`config.mk`:
```
export PLATFORM = sky130hd
export DESIGN_NAME = cordic_result_fifo_flat
export DESIGN_NICKNAME = d
export VERILOG_FILES = /design/src/rtl/cordic_pkg.sv /design/src/rtl/cordic_result_fifo_if.sv /design/src/rtl/cordic_fifo_mem.sv /design/src/rtl/cordic_result_fifo.sv /design/src/flat_wrapper.sv
export SDC_FILE = /design/constraint.sdc
export NUM_CORES = 1
export LEC_CHECK = 0
export ABC_AREA = 0
export CORE_MARGIN = 2
export CORE_UTILIZATION = 50
export CTS_CLUSTER_SIZE = 16
export DETAILED_ROUTE_END_ITERATION = 10
export PLACE_DENSITY = 0.69
export SLEW_MARGIN = 20
export SYNTH_ARGS = -nofsm -noshare
export SYNTH_HDL_FRONTEND = slang
export SYNTH_SLANG_ARGS = --single-unit
```
`constraint.sdc`:
```
create_clock -name clk -period 6.24 [get_ports clk]
set_input_delay 0.624 -clock clk [delete_from_list [all_inputs] [get_ports clk]]
set_output_delay 0.624 -clock clk [all_outputs]
set_load 0.1 [all_outputs]
```
`src/rtl/cordic_pkg.sv`:
```
// cordic_pkg
// Types and constants shared by the CORDIC top level and its result FIFO.
//   WIDTH    : half-precision float width of each cos/sin result
//   FLIP_W   : width of the quadrant/flip code
//   result_t : one CORDIC result {sin, cos, flip}
package cordic_pkg;

    localparam int WIDTH  = 16;
    localparam int FLIP_W = 3;

    typedef struct packed {
        logic [WIDTH-1:0]  sin;
        logic [WIDTH-1:0]  cos;
        logic [FLIP_W-1:0] flip;
    } result_t;

    localparam int RESULT_W = $bits(result_t);

    // Assemble a result from the raw CORDIC outputs.
    function automatic result_t pack_result(input logic [WIDTH-1:0]  sin_v,
                                            input logic [WIDTH-1:0]  cos_v,
                                            input logic [FLIP_W-1:0] flip_v);
        result_t r;
        r.sin  = sin_v;
        r.cos  = cos_v;
        r.flip = flip_v;
        return r;
    endfunction

endpackage

```
`src/rtl/cordic_result_fifo_if.sv`:
```
// cordic_result_fifo_if
// Consumer-side valid/ready handshake of the CORDIC result FIFO.
//   out_valid : head entry is valid
//   out_data  : head result {sin, cos}, sin in [31:16]
//   out_flip  : head flip code
//   out_ready : consumer accepts the head entry
// master = FIFO side, slave = consumer side.
interface cordic_result_fifo_if;

    logic        out_valid;
    logic [31:0] out_data;
    logic [2:0]  out_flip;
    logic        out_ready;

    modport master (output out_valid, output out_data, output out_flip, input out_ready);
    modport slave  (input out_valid, input out_data, input out_flip, output out_ready);

endinterface

```
`src/rtl/cordic_fifo_mem.sv`:
```
// cordic_fifo_mem
// DEPTH x result_t register array: synchronous write port, asynchronous read port.
//   clk     : write clock
//   wr_en   : write strobe
//   wr_addr : write address
//   wr_data : result to store
//   rd_addr : read address
//   rd_data : result at rd_addr (combinational)
// Contents are intentionally not reset.
module cordic_fifo_mem
    import cordic_pkg::*;
#(
    parameter int DEPTH = 8
) (
    input  logic                     clk,
    input  logic                     wr_en,
    input  logic [$clog2(DEPTH)-1:0] wr_addr,
    input  result_t                  wr_data,
    input  logic [$clog2(DEPTH)-1:0] rd_addr,
    output result_t                  rd_data
);

    result_t mem_r [DEPTH];

    // Storage write port.
    always_ff @(posedge clk) begin
        if (wr_en) begin
            mem_r[wr_addr] <= wr_data;
        end
    end

    assign rd_data = mem_r[rd_addr];

endmodule

```
`src/rtl/cordic_result_fifo.sv`:
```
// cordic_result_fifo
// First-word-fall-through buffer for CORDIC results with headroom back-pressure.
//   clk, rst          : clock, synchronous active-high reset
//   done_in           : result strobe; cos_in/sin_in/flip_in valid this cycle
//   ready_up          : upstream may issue a new angle ((DEPTH-count) > INFLIGHT)
//   res (master)      : out_valid/out_data/out_flip/out_ready consumer handshake
//   count             : current occupancy
//   overflow          : sticky, a result was dropped because the FIFO was full
//   ovf_count         : saturating drop counter, present only when
//                       CORDIC_RESULT_OVF_CNT_EN is defined
// All outputs are registered. The head is held in a register that is loaded
// with the entry that will be at the head after each edge, so out_data is 0
// after reset and keeps the last popped value while empty.
module cordic_result_fifo
    import cordic_pkg::*;
#(
    parameter int DEPTH    = 8,
    parameter int INFLIGHT = 1
) (
    input  logic                       clk,
    input  logic                       rst,
    input  logic                       done_in,
    input  logic [WIDTH-1:0]           cos_in,
    input  logic [WIDTH-1:0]           sin_in,
    input  logic [FLIP_W-1:0]          flip_in,
    output logic                       ready_up,
    cordic_result_fifo_if.master       res,
    output logic [$clog2(DEPTH+1)-1:0] count,
`ifdef CORDIC_RESULT_OVF_CNT_EN
    output logic [7:0]                 ovf_count,
`endif
    output logic                       overflow
);

    localparam int AW = $clog2(DEPTH);
    localparam int CW = $clog2(DEPTH+1);

    logic [AW-1:0] rd_ptr_r, wr_ptr_r, rd_ptr_next_s, wr_ptr_next_s;
    logic [CW-1:0] count_r, count_next_s;
    logic          out_valid_r, ready_up_r, overflow_r;
    result_t       head_r, head_next_s, push_data_s, rd_data_s;
    logic          full_s, pop_s, push_s, drop_s, bypass_s;

    assign full_s      = (count_r == CW'(DEPTH));
    assign pop_s       = out_valid_r & res.out_ready;
    assign push_s      = done_in & (~full_s | pop_s);
    assign drop_s      = done_in & full_s & ~pop_s;
    assign push_data_s = pack_result(sin_in, cos_in, flip_in);

    cordic_fifo_mem #(.DEPTH(DEPTH)) u_mem (
        .clk     (clk),
        .wr_en   (push_s & ~rst),
        .wr_addr (wr_ptr_r),
        .wr_data (push_data_s),
        .rd_addr (rd_ptr_next_s),
        .rd_data (rd_data_s)
    );

    // Next occupancy and pointer values.
    always_comb begin
        count_next_s = count_r;
        case ({push_s, pop_s})
            2'b10:   count_next_s = count_r + CW'(1'b1);
            2'b01:   count_next_s = count_r - CW'(1'b1);
            default: count_next_s = count_r;
        endcase
        if (pop_s) begin
            rd_ptr_next_s = rd_ptr_r + AW'(1'b1);
        end else begin
            rd_ptr_next_s = rd_ptr_r;
        end
        if (push_s) begin
            wr_ptr_next_s = wr_ptr_r + AW'(1'b1);
        end else begin
            wr_ptr_next_s = wr_ptr_r;
        end
    end

    // Next head entry: when the pushed entry lands exactly at the next read
    // pointer (FIFO empty after any pop) it is not yet in memory, so forward it.
    always_comb begin
        bypass_s = push_s & (rd_ptr_next_s == wr_ptr_r);
        if (bypass_s) begin
            head_next_s = push_data_s;
        end else begin
            head_next_s = rd_data_s;
        end
    end

    // Pointer, occupancy, flag and head registers.
    always_ff @(posedge clk) begin
        if (rst) begin
            rd_ptr_r    <= '0;
            wr_ptr_r    <= '0;
            count_r     <= '0;
            out_valid_r <= 1'b0;
            ready_up_r  <= 1'b1;
            overflow_r  <= 1'b0;
            head_r      <= '0;
        end else begin
            rd_ptr_r    <= rd_ptr_next_s;
            wr_ptr_r    <= wr_ptr_next_s;
            count_r     <= count_next_s;
            out_valid_r <= (count_next_s != '0);
            ready_up_r  <= ((DEPTH - int'(count_next_s)) > INFLIGHT);
            if (count_next_s != '0) begin
                head_r <= head_next_s;
            end
            if (drop_s) begin
                overflow_r <= 1'b1;
            end
        end
    end

`ifdef CORDIC_RESULT_OVF_CNT_EN
    logic [7:0] ovf_count_r;

    // Saturating count of dropped results.
    always_ff @(posedge clk) begin
        if (rst) begin
            ovf_count_r <= 8'd0;
        end else if (drop_s && (ovf_count_r != 8'hFF)) begin
            ovf_count_r <= ovf_count_r + 8'd1;
        end
    end

    assign ovf_count = ovf_count_r;
`endif

    assign count         = count_r;
    assign ready_up      = ready_up_r;
    assign overflow      = overflow_r;
    assign res.out_valid = out_valid_r;
    assign res.out_data  = {head_r.sin, head_r.cos};
    assign res.out_flip  = head_r.flip;

endmodule
```
`src/flat_wrapper.sv`:
```
// flat-port wrapper written by rule: the top's interface ports become plain ports
module cordic_result_fifo_flat import cordic_pkg::*;
#(
    parameter int DEPTH    = 8,
    parameter int INFLIGHT = 1
)
  (clk, rst, done_in, cos_in, sin_in, flip_in, ready_up, count, overflow, res_out_valid, res_out_data, res_out_flip, res_out_ready);
  cordic_result_fifo_if res_i ();
  input  logic clk;
  input  logic rst;
  input  logic done_in;
  input  logic [WIDTH-1:0] cos_in;
  input  logic [WIDTH-1:0] sin_in;
  input  logic [FLIP_W-1:0] flip_in;
  output logic ready_up;
  output logic [$clog2(DEPTH+1)-1:0] count;
  output logic overflow;
  output wire logic [$bits(res_i.out_valid)-1:0] res_out_valid;
  output wire logic [$bits(res_i.out_data)-1:0] res_out_data;
  output wire logic [$bits(res_i.out_flip)-1:0] res_out_flip;
  input wire logic [$bits(res_i.out_ready)-1:0] res_out_ready;
  assign res_out_valid = res_i.out_valid;
  assign res_out_data = res_i.out_data;
  assign res_out_flip = res_i.out_flip;
  assign res_i.out_ready = res_out_ready;
  cordic_result_fifo #(.DEPTH(DEPTH), .INFLIGHT(INFLIGHT)) u_core (.clk(clk), .rst(rst), .done_in(done_in), .cos_in(cos_in), .sin_in(sin_in), .flip_in(flip_in), .ready_up(ready_up), .res(res_i), .count(count), .overflow(overflow));
endmodule
```
==> results by group <==
Outcome
  – Status: finished, violations left
  – Failing checks: DRC

Routing
  – Vias: approximately 8,000
  – Number of remaining DRC errors: 5
  – First-pass DRT Iterations: 8
  – Wire per inst: roughly 22 um
  – Antenna Violating Nets Remaining: 0
  – Iter 0 DRT Violations: around 800
  – Met2 WL post-DR: approximately 14 mm
  – Vias per cell: between 6 and 7
  – Final WL: around 29 mm
  – Routed metal-1 wirelength: around 13 mm
  – Met3 wire len: 1.70 mm
  – Top Metal Used: met4

Floorplanning
  – Chip Width: around 170 um
  – Initial Util: 0.510
  – Total core area: between 0.02 and 0.03 mm^2
  – Die area: ~0.028 mm^2
  – Die Ht: 167 um
  – I/O Pins: 81
  – Row count: 59

Critical path
  – WP data required: approximately 6600 ps
  – Crit Path Class: input port to register
  – CP max stage delay: between 600 and 700 ps
  – CP top delay family: simple AND/OR/NAND/NOR gates
  – Slowest-stage cell, CP: clkdlybuf4s50_1
  – Crit path DAT: 4160 ps
  – Worst path bufs/invs: 2
  – Critical path cell sequence: clkdlybuf4s50_1 -> and3b_1 -> xor2_1 -> ha_1 -> nor2b_1 -> mux2i_1 -> a22oi_1 -> nand3_4 -> buf_4 -> nor4b_1 -> or3_1
  – CP Launch Type: input port
  – Crit end category: register
  – Critical path peak fanout: 36

Yosys
  – EDFF count, synth: between 200 and 300
  – Distinct cells, synth: a little under 50
  – Cells after Synth: 915
  – Synth warnings: 0
  – Most numerous cell in the Yosys netlist: edfxtp_1
  – Synthesized area: between 0.01 and 0.015 mm^2
  – FFs w/ async S/R, synth: 0
  – Synth cell count leaders: 280 x edfxtp_1, 150 x a211oi_1, 138 x and3_1
  – Syn_area_per_cell: approximately 15 um^2
  – Top-area cell type share of the netlist area: 0.631
  – Seq/Total Area, Yosys: 0.703
  – Synth top area cells: edfxtp_1 63%, a211oi_1 8.5%, dfxtp_1 7.2%
  – Leading area contributor after synthesis: edfxtp_1
  – Synth Flop Type: edfxtp_1
  – Syn Nets: around 960
  – Post-synthesis register bit count: approximately 330

Clocking
  – Clock sink count: 328
  – Post-CTS Setup Repair Bufs: 0
  – H-tree lvl count: 2
  – Clock Root Buffer: clkbuf_16
  – Skew-Pair Late Insertion Delay: 510 ps
  – Post-CTS Hold Buffers: 0
  – Clk buf depth: 3
  – Reg clk slew, reported paths: ~60 ps
  – CTS Buf Count: 34
  – CTS tree: built
  – Post-CTS Resized: 0

Timing
  – Setup violations, final: 0
  – Final period util: 0.606
  – Final Max Tran Viols: 0
  – Hold Fails Final Rpt: 0
  – Tightest Pin Transition: approximately 1100 ps
  – Setup_tns: 0 ps
  – Final Skew: ~19 ps
  – Max frequency: around 260 MHz
  – WHS: around 480 ps
  – Max-slew headroom: 0.274
  – Tmin final: around 3800 ps
  – Unrepaired setup endpoints after global routing: no

Power and ir drop
  – Pwr dens: just over 400 mW/mm^2
  – Leak pwr: 5.37 nW
  – Internal power: about 4.1 mW
  – Clk pwr share: 0.305
  – Comb power frac: 0.284
  – Peak VDD IR: about 0.35 mV
  – Sw Pwr: between 2 and 2.5 mW
  – Sw frac: 0.346
  – Sequential power share: 0.410

Global route
  – Vias in the first global route: between 8,000 and 9,000
  – Initial antenna violation count: 0
  – First-pass GRT wire length: ~45 mm
  – GRT Overall Usage: 0.209
  – Largest net degree at the start of global routing: 95
  – GRT overflow: 0

Cells and area
  – NumNets Final: between 1,000 and 1,500
  – Layout cell share with drive strength beyond 1: 0.111
  – ANT cells: 0
  – Synth-to-layout area growth: 16.4%

Place
  – DP HPWL: between 10 and 15 mm
  – Count of input and output buffers: 80
  – Gp weighted congestion: around 0.76

Hold path
  – Worst hold path type: register to register

Run
  – Max-cap violation count: 0
## worst reg2reg max path: cells and delay by family, from the launching register on
kind,cells,cell delay (ps)
flops,1,570
xor+xnor,1,170
mux,1,100
fa+ha+maj,1,260
compound gates,1,340
buf+inv,1,470
simple gates,5,1490
## power by group through the flow
| stage | Clock, mW | Sequential (mW) | Combinational [mW] |
|---|---|---|---|
| finish | 1.93 | 2.59 | 1.80 |
| global route | 2.03 | 2.61 | 1.90 |
| CTS | 1.96 | 2.59 | 1.81 |
| detailed placement | 0 | 2.64 | 1.80 |
| global placement | 0 | 2.64 | 1.79 |
| floorplan | 0 | 3.32 | 0.698 |
## final cells by class
type	count	area (um^2)
repair buffers	101	966
fillers	2021	10600
multi-input cells	501	3690
flip-flops and latches	328	9370
inverters	4	15.0
clock inverters	18	176
well taps	335	419
clock buffers	42	881
## metal layers
| layer | GRT usage | vias to the layer above |
|---|---|---|
| li1 | - | 3758 |
| met1 | 0.295 | 3940 |
| met2 | 0.338 | 273 |
| met3 | 0.0317 | 49 |
| met4 | 0.0692 | 0 |
| met5 | 0 | - |
## flip-flops by register name (all words and copies together), names as in the netlist
| name | count |
|---|---|
| u_core.res.out_data | 32 |
| u_core.u_mem.mem_r | 280 |
| u_core.rd_ptr_r | 3 |
| u_core.count | 4 |
| u_core.overflow | 1 |
| u_core.wr_ptr_r | 3 |
| u_core.ready_up | 1 |
| u_core.res.out_valid | 1 |
| u_core.res.out_flip | 3 |
## cells in the final DEF (no fill, tap or decap), types with 3 or more instances in the layout
master | Yosys | final
edfxtp_1 | 280 | 280
a211oi_1 | 150 | 150
and3_1 | 138 | 138
clkdlybuf4s50_1 | 0 | 79
dfxtp_1 | 48 | 48
nor2_1 | 53 | 47
mux2i_1 | 41 | 41
nor4_1 | 34 | 34
clkbuf_16 | 0 | 34
a211oi_2 | 20 | 20
buf_4 | 2 | 20
xor2_1 | 9 | 9
clkbuf_1 | 68 | 8
nor2_4 | 0 | 6
clkinv_1 | 0 | 6
a21oi_1 | 5 | 5
clkinv_2 | 0 | 5
inv_1 | 4 | 4
or3_1 | 3 | 3
nand2_1 | 4 | 3
nand3_1 | 3 | 3
a32oi_2 | 2 | 3
ha_1 | 3 | 3
clkinvlp_4 | 0 | 3
bufinv_16 | 0 | 3
## path summary, 6_finish.rpt
path	startpoint	end	slack, ps	cells past startpoint
max	res_out_ready	u_core.res.out_data[11]	2460	11
min	u_core.overflow	u_core.overflow	480	2
max reg2reg	u_core.res.out_valid	u_core.res.out_data[11]	2710	10
min reg2reg	u_core.overflow	u_core.overflow	480	2
## per-stage QoR
| stage | total power [mW] | util | cells | worst slack, ps | area, um^2 |
|---|---|---|---|---|---|
| global route | 6.54 | 0.594 | 1329 | 2270 | 15500 |
| floorplan | 4.02 | - | 915 | 1430 | 13300 |
| CTS | 6.36 | 0.594 | 1329 | 2470 | 15500 |
| finish | 6.32 | 0.594 | 1329 | 2460 | 15500 |
| global placement | 4.42 | 0.553 | 1269 | 1990 | 14500 |
| detailed placement | 4.44 | 0.553 | 1269 | 1970 | 14500 |
## logic make-up (layout without fill, tap and decap cells)
kind of cell / count (synthesis) / in the layout / share of synthesized area
muxes: 42 / 42 / 0.0325
adders and majority gates: 3 / 3 / 0.00282
AOI/OAI and AO/OA: 192 / 192 / 0.117
buffers and inverters: 86 / 165 / 0.0271
and+or+nand+nor: 252 / 252 / 0.109
xor gates and xnor gates: 12 / 12 / 0.00845
DFF: 328 / 328 / 0.703
No activity file was read; power rests on OpenSTA's default activity.
